File: src/rtl/sobel_win_ctrl_pkg.sv
// sobel_win_ctrl_pkg: shared FSM states, tap width and counter sizing helper
package sobel_win_ctrl_pkg;
    localparam int WIN_W = 9;
    typedef enum logic [2:0] {IDLE = 3'd0, FILL = 3'd1, RUN = 3'd2, FLUSH = 3'd3, DONE = 3'd4} state_t;
    function automatic int clog2(input int v);
        int r = 1;
        while ((1 << r) < v) r++;
        return r;
    endfunction
endpackage

File: src/rtl/sobel_win_ctrl_if.sv
// sobel_win_ctrl_if: host, pixel-stream and conv-window signals of the window generator
// Optional SOBEL_STALL_CNT_EN carries the stall_cnt observation output.
interface sobel_win_ctrl_if #(parameter int PIX_W = 8);
    import sobel_win_ctrl_pkg::*;
    logic start;
    logic pix_valid;
    logic [PIX_W-1:0] pix_data;
    logic pix_ready;
    logic conv_ready;
    logic win_valid;
    logic signed [WIN_W-1:0] win_data [9];
    logic busy;
    logic frame_done;
`ifdef SOBEL_STALL_CNT_EN
    logic [31:0] stall_cnt;
`endif
    modport slave (
        input start, pix_valid, pix_data, conv_ready,
        output pix_ready, win_valid, win_data, busy, frame_done
`ifdef SOBEL_STALL_CNT_EN
        , stall_cnt
`endif
    );
    modport master (
        output start, pix_valid, pix_data, conv_ready,
        input pix_ready, win_valid, win_data, busy, frame_done
`ifdef SOBEL_STALL_CNT_EN
        , stall_cnt
`endif
    );
endinterface

File: src/rtl/sobel_win_ctrl_line_buf.sv
// sobel_win_ctrl_line_buf: one-line pixel store, combinational read of the old value before the write lands
module sobel_win_ctrl_line_buf
    import sobel_win_ctrl_pkg::*;
#(
    parameter int DEPTH = 64,
    parameter int DW = 8
) (
    input  logic                      clk,
    input  logic                      we_i,
    input  logic [clog2(DEPTH)-1:0]   addr_i,
    input  logic [DW-1:0]             wdata_i,
    output logic [DW-1:0]             rdata_o
);
    logic [DW-1:0] mem_q [DEPTH];
    assign rdata_o = mem_q[addr_i];
    always_ff @(posedge clk)
        if (we_i) mem_q[addr_i] <= wdata_i;
endmodule

File: src/rtl/sobel_win_ctrl.sv
// sobel_win_ctrl: frame sequencer and 3x3 window generator feeding the Sobel conv stage
// Optional SOBEL_STALL_CNT_EN adds a saturating count of conv back-pressure cycles.
module sobel_win_ctrl
    import sobel_win_ctrl_pkg::*;
#(
    parameter int IMG_W = 64,
    parameter int IMG_H = 64,
    parameter int PIX_W = 8
) (
    input logic clk,
    input logic rstb,
    sobel_win_ctrl_if.slave bus
);
    localparam int CW = clog2(IMG_W);
    localparam int RW = clog2(IMG_H);
    state_t state_q;
    logic [CW-1:0] col_q;
    logic [RW-1:0] row_q;
    logic win_valid_q, busy_q, frame_done_q;
    logic signed [WIN_W-1:0] tap_q [9];
    logic [PIX_W-1:0] lb0_rd, lb1_rd;
    logic acc, hand, last_px, win_px, col_wrap;
    assign bus.pix_ready = (state_q == FILL || state_q == RUN) && !(win_valid_q && !bus.conv_ready);
    assign acc = bus.pix_valid && bus.pix_ready;
    assign hand = win_valid_q && bus.conv_ready;
    assign col_wrap = col_q == CW'(IMG_W - 1);
    assign last_px = col_wrap && row_q == RW'(IMG_H - 1);
    assign win_px = row_q >= RW'(2) && col_q >= CW'(2);
    sobel_win_ctrl_line_buf #(.DEPTH(IMG_W), .DW(PIX_W)) lb0 (
        .clk(clk), .we_i(acc), .addr_i(col_q), .wdata_i(bus.pix_data), .rdata_o(lb0_rd)
    );
    sobel_win_ctrl_line_buf #(.DEPTH(IMG_W), .DW(PIX_W)) lb1 (
        .clk(clk), .we_i(acc), .addr_i(col_q), .wdata_i(lb0_rd), .rdata_o(lb1_rd)
    );
    always_ff @(posedge clk or negedge rstb) begin
        if (!rstb) begin
            state_q <= IDLE;
            col_q <= '0;
            row_q <= '0;
            win_valid_q <= 1'b0;
            busy_q <= 1'b0;
            frame_done_q <= 1'b0;
            for (int i = 0; i < 9; i++) tap_q[i] <= '0;
        end else begin
            frame_done_q <= 1'b0;
            case (state_q)
                IDLE: if (bus.start) begin
                    state_q <= FILL;
                    busy_q <= 1'b1;
                    col_q <= '0;
                    row_q <= '0;
                end
                FILL, RUN: begin
                    if (acc && last_px) state_q <= FLUSH;
                    else if (state_q == FILL && row_q == RW'(2)) state_q <= RUN;
                end
                FLUSH: if (hand) begin
                    state_q <= DONE;
                    busy_q <= 1'b0;
                    frame_done_q <= 1'b1;
                end
                default: state_q <= IDLE;
            endcase
            if (acc) begin
                col_q <= col_wrap ? '0 : col_q + 1'b1;
                row_q <= col_wrap ? row_q + 1'b1 : row_q;
                for (int i = 0; i < 3; i++) begin
                    tap_q[3*i] <= tap_q[3*i+1];
                    tap_q[3*i+1] <= tap_q[3*i+2];
                end
                tap_q[2] <= WIN_W'(lb1_rd);
                tap_q[5] <= WIN_W'(lb0_rd);
                tap_q[8] <= WIN_W'(bus.pix_data);
            end
            // a freshly loaded window replaces one being handed off in the same cycle
            win_valid_q <= (acc && win_px) || (win_valid_q && !bus.conv_ready);
        end
    end
    assign bus.win_valid = win_valid_q;
    assign bus.win_data = tap_q;
    assign bus.busy = busy_q;
    assign bus.frame_done = frame_done_q;
`ifdef SOBEL_STALL_CNT_EN
    logic [31:0] stall_q;
    always_ff @(posedge clk or negedge rstb) begin
        if (!rstb) stall_q <= '0;
        else if (state_q == IDLE && bus.start) stall_q <= '0;
        else if (win_valid_q && !bus.conv_ready && stall_q != '1) stall_q <= stall_q + 1'b1;
    end
    assign bus.stall_cnt = stall_q;
`endif
endmodule
File: src/flat_wrapper.sv
// flat-port wrapper written by rule: the top's interface ports become plain ports
module sobel_win_ctrl_flat import sobel_win_ctrl_pkg::*;
#(
    parameter int IMG_W = 64,
    parameter int IMG_H = 64,
    parameter int PIX_W = 8
)
  (clk, rstb, bus_start, bus_pix_valid, bus_pix_data, bus_conv_ready, bus_pix_ready, bus_win_valid, bus_win_data, bus_busy, bus_frame_done);
  sobel_win_ctrl_if #(.PIX_W(PIX_W)) bus_i ();
  input logic clk;
  input logic rstb;
  input wire logic [$bits(bus_i.start)-1:0] bus_start;
  input wire logic [$bits(bus_i.pix_valid)-1:0] bus_pix_valid;
  input wire logic [$bits(bus_i.pix_data)-1:0] bus_pix_data;
  input wire logic [$bits(bus_i.conv_ready)-1:0] bus_conv_ready;
  output wire logic [$bits(bus_i.pix_ready)-1:0] bus_pix_ready;
  output wire logic [$bits(bus_i.win_valid)-1:0] bus_win_valid;
  output wire logic [$bits(bus_i.win_data)-1:0] bus_win_data;
  output wire logic [$bits(bus_i.busy)-1:0] bus_busy;
  output wire logic [$bits(bus_i.frame_done)-1:0] bus_frame_done;
  assign bus_i.start = bus_start;
  assign bus_i.pix_valid = bus_pix_valid;
  assign bus_i.pix_data = bus_pix_data;
  assign bus_i.conv_ready = bus_conv_ready;
  assign bus_pix_ready = bus_i.pix_ready;
  assign bus_win_valid = bus_i.win_valid;
  assign bus_win_data = {>>{bus_i.win_data}};
  assign bus_busy = bus_i.busy;
  assign bus_frame_done = bus_i.frame_done;
  sobel_win_ctrl #(.IMG_W(IMG_W), .IMG_H(IMG_H), .PIX_W(PIX_W)) u_core (.clk(clk), .rstb(rstb), .bus(bus_i));
endmodule
File: config.mk
export PLATFORM = sky130hd
export DESIGN_NAME = sobel_win_ctrl_flat
export DESIGN_NICKNAME = d
export VERILOG_FILES = /design/src/rtl/sobel_win_ctrl_pkg.sv /design/src/rtl/sobel_win_ctrl_if.sv /design/src/rtl/sobel_win_ctrl_line_buf.sv /design/src/rtl/sobel_win_ctrl.sv /design/src/flat_wrapper.sv
export SDC_FILE = /design/constraint.sdc
export NUM_CORES = 1
export LEC_CHECK = 0
export ABC_CLOCK_PERIOD_IN_PS = 4300
export BUFFER_PORTS_ARGS = -buffer_cell sky130_fd_sc_hd__buf_2
export CORE_AREA = 2 2 240 360
export CTS_CLUSTER_SIZE = 30
export DETAILED_ROUTE_END_ITERATION = 8
export DIE_AREA = 0 0 242 362
export PLACE_DENSITY = 0.68
export SYNTH_ARGS = -nofsm -noshare
export SYNTH_HDL_FRONTEND = slang
export SYNTH_SLANG_ARGS = --single-unit
File: constraint.sdc
create_clock -name clk -period 4.3 [get_ports clk]
set_clock_uncertainty 0.2 [all_clocks]
set_input_delay 0.86 -clock clk [delete_from_list [all_inputs] [get_ports clk]]
set_output_delay 0.86 -clock clk [all_outputs]
set_load 0.05 [all_outputs]
# Word-level counts from Yosys, hierarchy flattened
# Memories as Yosys holds them, arrays and structs flattened. A register that Yosys moved wholly into a read port is not among the register bits.
# Index checks and enable logic that the tools add are counted.
[word_totals]
reg_bits = 82
ram_bits = 1024
in_bits = 13
word_cells = 71
n_memories = 2
[op_classes]
n_addsub = 2
order_cmp = 2
n_eq_ne = 10
muxes = 18
reduce_logical = 23
[mem_list]
columns = ["name", "depth", "width", "read_ports", "rd_ports_with_merged_regs", "wr", "line_no", "text"]
rows = [
  ["u_core.lb0.mem_q", 64, 8, 1, 0, 1, "sobel_win_ctrl_line_buf.sv:14", "logic [DW-1:0] mem_q [DEPTH];"],
  ["u_core.lb1.mem_q", 64, 8, 1, 1, 1, "sobel_win_ctrl_line_buf.sv:14", ""],
]
[ops]
columns = ["operator", "n"]
rows = [
  ["6-bit two-way mux", 6],
  ["6-bit by 1-bit adder with 6-bit output, second input constant", 2],
  ["6-bit equality test, second input constant", 2],
  ["6-bit by 2-bit >= comparator with 1-bit output, second input constant", 2],
  ["3-bit two-way mux", 4],
  ["1-bit logical AND", 9],
  ["3-bit one-hot mux with 3 select lines", 1],
  ["3-bit AND reduction", 3],
  ["3-bit by 2-bit equality test with 1-bit output, second input constant", 2],
  ["6-bit by 2-bit equality test with 1-bit output, second input constant", 1],
  ["1-bit two-way mux", 6],
  ["2-bit nonzero test", 3],
  ["2-bit != test, second input constant", 2],
  ["3-bit by 1-bit equality test with 1-bit output, second input constant", 1],
  ["1-bit zero test", 3],
  ["3-bit zero test", 1],
  ["3-bit by 1-bit != test with 1-bit output, second input constant", 1],
  ["1-bit logical OR", 2],
  ["2-bit by 1-bit != test with 1-bit output, second input constant", 1],
  ["1-bit one-hot mux with 2 select lines", 1],
  ["2-bit AND reduction", 1],
  ["2-bit OR reduction", 1],
]

# Longest topological paths before layout
# Gate-level depths: netlist (run 1).
[logic_depth]
depth_word = 8
mapped_depth = 12
mapped_depth_nobuf = 7

# Cells and area by module
# From an unflattened synthesis (run 1), not the netlist that was laid out.
[hier_totals]
cells_unflattened = 2746
area_unflattened_um2 = 44370.1
[by_module_without_submodules]
columns = ["mod", "n_inst", "cells_each", "area_each_um2", "seq_area_each_um2"]
rows = [
  ["sobel_win_ctrl_line_buf", 2, 1163, 20289.5, 15374.7],
  ["sobel_win_ctrl", 1, 420, 3791.1, 2252.2],
]

# Least setup slack after synthesis (run 1)
# Ideal clock, no wire load.
[synth_path]
path_type = "reg2reg"
startpoint = "register u_core.col_q[1]"
endpoint = "memory u_core.lb0.mem_q[52][0] (enable)"
arrival_time_ps = 3226
path_slack_ps = 443
stages_incl_launch_ff = 9
synth_period_minus_slack_ps = 3857
path_cell_list = "dfrtp_1 buf_2 buf_6 buf_6 buf_4 buf_4 buf_4 buf_2 nor4_1"
[synth_rtl]
columns = ["item", "line_no", "text"]
rows = [
  ["from (decl)", "sobel_win_ctrl.sv:17", "logic [CW-1:0] col_q;"],
  ["from (signal assigned)", "sobel_win_ctrl.sv:65", "col_q <= col_wrap ? '0 : col_q + 1'b1;"],
  ["to (decl)", "sobel_win_ctrl_line_buf.sv:14", ""],
]
# No word-level cell before the write port.

# Final worst setup path (run 1)
[layout_path]
startpoint = "register u_core.col_q[0]"
endpoint = "memory u_core.lb1.mem_q[42][0] (data pin)"
[layout_via]
elab_chain_cells = 1
[layout_rtl]
columns = ["item", "line_no", "text"]
rows = [
  ["memory read 64 x 8 bit", "--", ""],
  ["named net u_core.lb0.rdata_o[0]", "sobel_win_ctrl_line_buf.sv:12", "output logic [DW-1:0] rdata_o"],
  ["to (decl)", "sobel_win_ctrl_line_buf.sv:14", ""],
]
# The timed path passes the listed nets, and every way through them passes these cells.

==> impl_results.md, run 1 <==
- Max Fclk: 0.2368 GHz
- Core ar.: 84580 um^2
- RSZ-0062 raised after global routing: false
- Final setup violation count: 0
- Pwr dens: 635.7 nW/um^2
- Post-route ant nets: 0
- Cells after synthesis: 2551
- Reg2Reg Capture Point: u_core.lb1.mem_q[42][0]$_DFFE_PP_
- Sequential share of the synthesized area: 75.78%
- CP top delay family: simple AND/OR/NAND/NOR gates
- Final Hold Viols: 0
- Initial Util: 51.49%
- Worst r2r src: u_core.col_q[0]$_DFFE_PN0P_
- Leak: 17.05 nW
- Slowest cell on the critical path: nor2b_2
- Largest stage delay, worst path: 0.92 ns
- Final WL: 133.0 mm
- Die Y: 362 um
- Bufs on Longest Clock Path: 3
- CP startpoint kind: flip-flop
- Cell Area, Synth: 43550 um^2
- First-pass GRT wire length: 188.5 mm
- Largest net degree at the start of global routing: 68
- Crit path DAT: 4.43 ns
- Num CTS Buffers: 96
- Via count: 26480
- Worst Path Required: 4.51 ns
- Measured slew at the worst slew-check pin: 1.309 ns
- Setup Fix Bufs, Post-CTS: 0
- Internal power consumption: 0.02107 W
- Wire per inst: 33.09 um
- CP Capture Type: flip-flop
- Die Area: 87600 um^2
- Outcome: completed
- Via-to-Cell Ratio: 6.591
- Vias in the first global route: 25740
- Distinct cells, synth: 75
- M2 GR Usage: 48.36%
- Pwr Total: 0.03170 W
- Top_reg_cell synth: edfxtp_1
- Final GP Congestion: 0.9310
- R2R depth: 8
- Critical path class: reg2reg
- Syn avg cell area: 17.07 um^2
- Number of synthesized flops with an enable pin: 1024
- Initial antenna violation count: 7
- DP Wirelength: 85.67 mm
- Clk sinks: 1114
- Clock Latency Late Sink: 0.71 ns
- Routing usage on met1: 37.10%
- Overflow after GRT: 0
- DP Cell Count: 3833
- Fin crit period: 4.223 ns
- Peak supply drop: 432.4 uV
- Post_cts resized: 0
- GRT busiest layer: met2
- Placement Setup Slack: 0.3969 ns
- Net Switching: 0.01064 W
- Syn-to-layout area delta: 14.51%
- Largest fanout on the critical path: 40
- Switching fraction of total power: 33.55%
- CP cell instances: nor2b_2, buf_4, a22oi_1, nand3_1, nand2_1, a21oi_1, nand3_2, buf_12
- DR iter-0 viols: 4290
- Rows: 131
- Hold WC Path Type: in2async
- Hold WS: 0.09371 ns
- GRT Total Usage: 30.27%
- Comb power frac: 28.6%
- FF-to-FF setup slack: 0.08 ns
- Met3 Use GR: 6.045%
- Max-cap violations: 0
- Number of synthesized register bits: 1114
- Sum of buffers and inverters on the critical path: 2
- Top-level I/O count: 98
- Slew HR: 11.83%
- Setup TNS Final: 0 ns
- Clock slew at reported path FFs: 0.06 ns
- Max Transition Viols Final: 0
- Root Driver: clkbuf_16
- Die width: 242 um
- Clk pwr share: 27.7%
- Filler cells: 6217
- Critical path depth: 8
- Yosys warnings: 0
- DRC: 0
- Final worst slack: 0.07671 ns
- Final Net Count: 2818
- Async set or reset register ratio after synthesis: 8.079%
- # H-tree levels: 3
- Drt first pass iters: 6
- Worst setup path endpoint: u_core.lb1.mem_q[42][0]$_DFFE_PP_
- CTS tree: done
- Hold buffer count at CTS: 0
- Critical Path Start: u_core.col_q[0]$_DFFE_PN0P_
- Final worst path period share: 98.22%
- Share of cells above drive strength 1: 22.16%
- Non-Filler Instances: 4018
- IO Port Bufs: 88
- Sequential share of power: 43.7%
==> cells in the final DEF (no fill, tap or decap), drive strengths merged, types with 6 or more instances in the layout <==
cell,synthesis,layout
a211oi,11,11
a221o,23,23
nand3b,9,9
o22ai,46,46
clkbuf,70,135
buf,110,324
nand3,27,27
nand2,228,228
o221ai,8,8
mux2i,163,163
o2bb2ai,22,22
and3,7,7
clkinv,0,31
a22oi,61,61
bufinv,0,8
o21ai,67,67
o22a,11,11
a31oi,15,15
inv,7,11
conb,1,9
nor3,9,9
a21oi,78,78
nor2,121,121
dfrtp,90,90
nor2b,7,7
nor4,9,9
nand2b,8,8
mux4,71,71
a22o,33,33
a32oi,6,6
a221oi,65,65
mux2,69,69
edfxtp,1024,1024
nor3b,6,6
==> cell families (layout without fill, tap and decap cells) <==
family	Yosys count	in the layout	synth area share, %
AOI/OAI and AO/OA	483	483	8.042
xor gates and xnor gates	4	4	0.08046
adders and majority gates	4	4	0.1149
buffers and inverters	187	512	2.212
DFF	1114	1114	75.78
muxes	303	303	9.220
other	1	13	0.008611
and+or+nand+nor	455	455	4.542
==> Yosys cell counts (all sizes together) (3+ instances only) <==
| cell type | number | area share (%) |
|---|---|---|
| nand2 | 228 | 2.0 |
| and2 | 5 | 0.072 |
| a221oi | 65 | 1.3 |
| a32o | 3 | 0.069 |
| inv | 7 | 0.060 |
| dfrtp | 90 | 5.2 |
| mux2i | 163 | 3.7 |
| edfxtp | 1024 | 71 |
| nor2 | 121 | 1.0 |
| o211ai | 4 | 0.069 |
| a32oi | 6 | 0.12 |
| a21oi | 78 | 0.90 |
| a22oi | 61 | 1.1 |
| a222oi | 3 | 0.069 |
| ha | 4 | 0.11 |
| mux2 | 69 | 1.8 |
| or3 | 3 | 0.043 |
| nand3b | 9 | 0.16 |
| nand2b | 8 | 0.11 |
| o21ai | 67 | 0.77 |
| nand3 | 27 | 0.31 |
| a31oi | 15 | 0.22 |
| nor3 | 9 | 0.10 |
| a221o | 23 | 0.53 |
| and3b | 3 | 0.060 |
| buf | 110 | 1.5 |
| a211o | 4 | 0.080 |
| mux4 | 71 | 3.7 |
| o22ai | 46 | 0.66 |
| a22o | 33 | 0.66 |
| nor4 | 9 | 0.13 |
| o221ai | 8 | 0.16 |
| o32ai | 3 | 0.060 |
| nand4 | 3 | 0.043 |
| o32a | 5 | 0.11 |
| o2bb2ai | 22 | 0.44 |
| o22a | 11 | 0.22 |
| and3 | 7 | 0.10 |
| a2111oi | 3 | 0.075 |
| clkbuf | 70 | 0.61 |
| nor3b | 6 | 0.10 |
| a211oi | 11 | 0.20 |
| nor2b | 7 | 0.10 |
==> worst min path at each step <==
stage                                         from                             endpoint  slack (ns)  depth (start not counted)
2_1_floorplan          u_core.row_q[0]$_DFFE_PN0P_          u_core.row_q[0]$_DFFE_PN0P_        0.31                          1
3_3_place_gp   u_core.bus.win_data[75]$_DFFE_PN0P_  u_core.bus.win_data[75]$_DFFE_PN0P_        0.25                          2
3_5_place_dp   u_core.bus.win_data[47]$_DFFE_PN0P_  u_core.bus.win_data[47]$_DFFE_PN0P_        0.26                          2
4_1_cts                                       rstb       u_core.bus.win_valid$_DFF_PN0_         0.1                          1
5_1_grt                                       rstb       u_core.bus.win_valid$_DFF_PN0_        0.13                          1
6_report                                      rstb       u_core.bus.win_valid$_DFF_PN0_        0.09                          1
==> layout make-up <==
cell class / count / area [um^2] / area share, %
clock buffers: 135 / 2715 / 5.445
repair buffers: 324 / 2552 / 5.118
diodes: 4 / 10.01 / 0.02007
well taps: 1130 / 1414 / 2.835
multi-input cells: 1258 / 9694 / 19.44
clock inverters: 46 / 442.9 / 0.8882
flip-flops and latches: 1114 / 33010 / 66.20
inverters: 7 / 26.28 / 0.05269
==> metrics by stage <==
| step | util, % | cell area, um^2 |
|---|---|---|
| 5_1_grt | 58.95 | 49860 |
| 3_3_place_gp | 55.22 | 46700 |
| 6_report | 58.96 | 49870 |
| 2_1_floorplan | - | 43580 |
| 3_5_place_dp | 55.22 | 46700 |
| 4_1_cts | 58.95 | 49860 |
==> layer usage <==
layer / wire, um / vias to the layer above
met3: 13420 / 448
li1: - / 10640
met5: 41 / -
met2: 62740 / 1928
met4: 10730 / 6
met1: 46020 / 13460
==> registers in the layout (all words and copies together), names as in the netlist <==
| signal | cells |
|---|---|
| u_core.bus.busy | 1 |
| u_core.bus.frame_done | 1 |
| u_core.bus.win_data | 72 |
| u_core.bus.win_valid | 1 |
| u_core.col_q | 6 |
| u_core.lb0.mem_q | 512 |
| u_core.lb1.mem_q | 512 |
| u_core.row_q | 6 |
| u_core.state_q | 3 |
==> power by group through the flow <==
| stage | combinational (W) | sequential [W] | clock [W] |
|---|---|---|---|
| after floorplan | 0.00427 | 0.0146 | 0 |
| after CTS | 0.00888 | 0.0138 | 0.00881 |
| after detailed placement | 0.00885 | 0.0141 | 0 |
| after global routing | 0.00932 | 0.0139 | 0.00923 |
| final | 0.00907 | 0.0139 | 0.00877 |
| after global placement | 0.00870 | 0.0141 | 0 |
Power figures use the tool's default switching activity.
==> run 2, diff against run 1 <==
--- a/config.mk
+++ b/config.mk
@@ -7,11 +7,11 @@
 export LEC_CHECK = 0
 export ABC_CLOCK_PERIOD_IN_PS = 4300
 export BUFFER_PORTS_ARGS = -buffer_cell sky130_fd_sc_hd__buf_2
-export CORE_AREA = 2 2 240 360
+export CORE_AREA = 2 2 279 309
 export CTS_CLUSTER_SIZE = 30
 export DETAILED_ROUTE_END_ITERATION = 8
-export DIE_AREA = 0 0 242 362
-export PLACE_DENSITY = 0.68
+export DIE_AREA = 0 0 281 311
+export PLACE_DENSITY = 0.75
 export SYNTH_ARGS = -nofsm -noshare
 export SYNTH_HDL_FRONTEND = slang
 export SYNTH_SLANG_ARGS = --single-unit
==> impl_results.md, run 2 (synthesized netlist as in run 1, its figures left out) <==
- Hold WC Path Type: in2async
- First-pass GRT wire length: 186.4 mm
- Final worst path period share: 94.30%
- Root Driver: clkbuf_16
- Largest stage delay, worst path: 0.64 ns
- Pwr dens: 642.1 nW/um^2
- DR iter-0 viols: 4550
- Top-level I/O count: 98
- Via-to-Cell Ratio: 6.680
- Clock Latency Late Sink: 0.69 ns
- Crit path DAT: 4.24 ns
- DP Wirelength: 81.94 mm
- Die width: 281 um
- Most common cell after layout, fill and taps aside: edfxtp_1
- Rows: 112
- Die Y: 311 um
- CP Capture Type: flip-flop
- Max Fclk: 0.2466 GHz
- IO Port Bufs: 88
- Final setup violation count: 0
- Max Transition Viols Final: 0
- Num CTS Buffers: 99
- Critical path class: reg2reg
- Worst r2r src: u_core.col_q[0]$_DFFE_PN0P_
- R2R depth: 9
- Slew HR: 13.24%
- Fin crit period: 4.055 ns
- CP startpoint kind: flip-flop
- Hold buffer count at CTS: 0
- Peak supply drop: 426.4 uV
- CP most frequent cell: buf_4
- GRT Total Usage: 29.97%
- Post_cts resized: 0
- Wire per inst: 32.78 um
- Clock slew at reported path FFs: 0.07 ns
- Setup Fix Bufs, Post-CTS: 0
- RSZ-0062 raised after global routing: false
- Initial Util: 51.71%
- Overflow after GRT: 0
- Slowest cell on the critical path: dfrtp_4
- CTS tree: done
- DRC: 0
- CP cell instances: buf_4, nor2b_2, buf_4, o2bb2ai_1, a221oi_1, o22ai_1, nor2_1, nand2_2, buf_12
- Final Hold Viols: 0
- Final WL: 131.2 mm
- Syn-to-layout area delta: 14.32%
- Drt first pass iters: 8
- Setup TNS Final: 0 ns
- Clk sinks: 1114
- FF-to-FF setup slack: 0.25 ns
- Largest fanout on the critical path: 40
- Cell Area, Placed: 46430 um^2
- Hold WS: 0.1707 ns
- Worst Path Required: 4.48 ns
- Share of cells above drive strength 1: 21.83%
- Finished Cell Area: 49790 um^2
- # H-tree levels: 3
- Leak: 16.99 nW
- Reg2Reg Capture Point: u_core.lb1.mem_q[46][5]$_DFFE_PP_
- Post-route ant nets: 0
- Pwr Total: 0.03197 W
- Largest net degree at the start of global routing: 76
- Filler cells: 5965
- Via count: 26740
- Commonest cells after routing, fill and taps aside: edfxtp_1, nand2_1, buf_4
- Max-cap violations: 0
- Final core occ: 59.11%
- Outcome: completed
- Measured slew at the worst slew-check pin: 1.301 ns
- Core ar.: 84220 um^2
- Die Area: 87390 um^2
- Final Net Count: 2793
- Final GP Congestion: 0.9943
- Vias in the first global route: 25660
- Initial antenna violation count: 1
- Bufs on Longest Clock Path: 3
-- run 2: how the worst max path moves through the flow --
stage                           startpoint                                 to  slack [ns]  depth (start not counted)
2_1_floorplan  u_core.col_q[1]$_DFFE_PN0P_  u_core.lb0.mem_q[52][0]$_DFFE_PP_        0.44                          8
3_3_place_gp   u_core.col_q[1]$_DFFE_PN0P_  u_core.lb1.mem_q[30][3]$_DFFE_PP_        0.65                          9
3_5_place_dp   u_core.col_q[0]$_DFFE_PN0P_  u_core.lb1.mem_q[40][5]$_DFFE_PP_        0.59                          9
4_1_cts        u_core.col_q[0]$_DFFE_PN0P_  u_core.lb1.mem_q[46][5]$_DFFE_PP_        0.56                          9
5_1_grt        u_core.col_q[0]$_DFFE_PN0P_  u_core.lb1.mem_q[46][5]$_DFFE_PP_        0.29                          9
6_report       u_core.col_q[0]$_DFFE_PN0P_  u_core.lb1.mem_q[46][5]$_DFFE_PP_        0.25                          9
-- run 2: worst max-delay path: cells and delay by family (launching register included) --
kind	cells	cell delay, ns
AOI/OAI and AO/OA	3	0.97
buffers and inverters	3	0.79
DFF	1	0.64
and+or+nand+nor	3	1.07
-- run 2: layout make-up --
class / count / area [um^2] / area share (%)
timing repair buffer: 296 / 2267 / 4.554
clock inverter: 58 / 681.9 / 1.370
multi-input combinational: 1258 / 9694 / 19.47
inverter: 7 / 26.28 / 0.05278
clock buffer: 126 / 2668 / 5.358
sequential: 1114 / 33010 / 66.31
tap: 1140 / 1426 / 2.865
antenna: 4 / 10.01 / 0.02011
-- run 2: metrics by stage --
step / instances / worst slack, ns
4_1_cts: 3999 / 0.5640
3_5_place_dp: 3815 / 0.5948
5_1_grt: 3999 / 0.2901
2_1_floorplan: 2559 / 0.4433
3_3_place_gp: 3815 / 0.6539
6_report: 4003 / 0.2451
-- run 2: layer usage --
layer  vias up  wire length, um  part of all wire, %  track usage [%]
met1     13280            45310                   35            39.50
met5         -               45                0.034           0.2787
li1      10620                -                    -                -
met4         4             9147                  7.0            17.25
met3       448            17030                   13            7.411
met2      2389            59700                   45            45.54
-- run 2: power breakdown --
group	switching, W	internal, W	total (W)
registers	0.000445	0.0134	0.0139
logic	0.00627	0.00267	0.00894
clock network	0.00393	0.00525	0.00918
total	0.0106	0.0213	0.0320
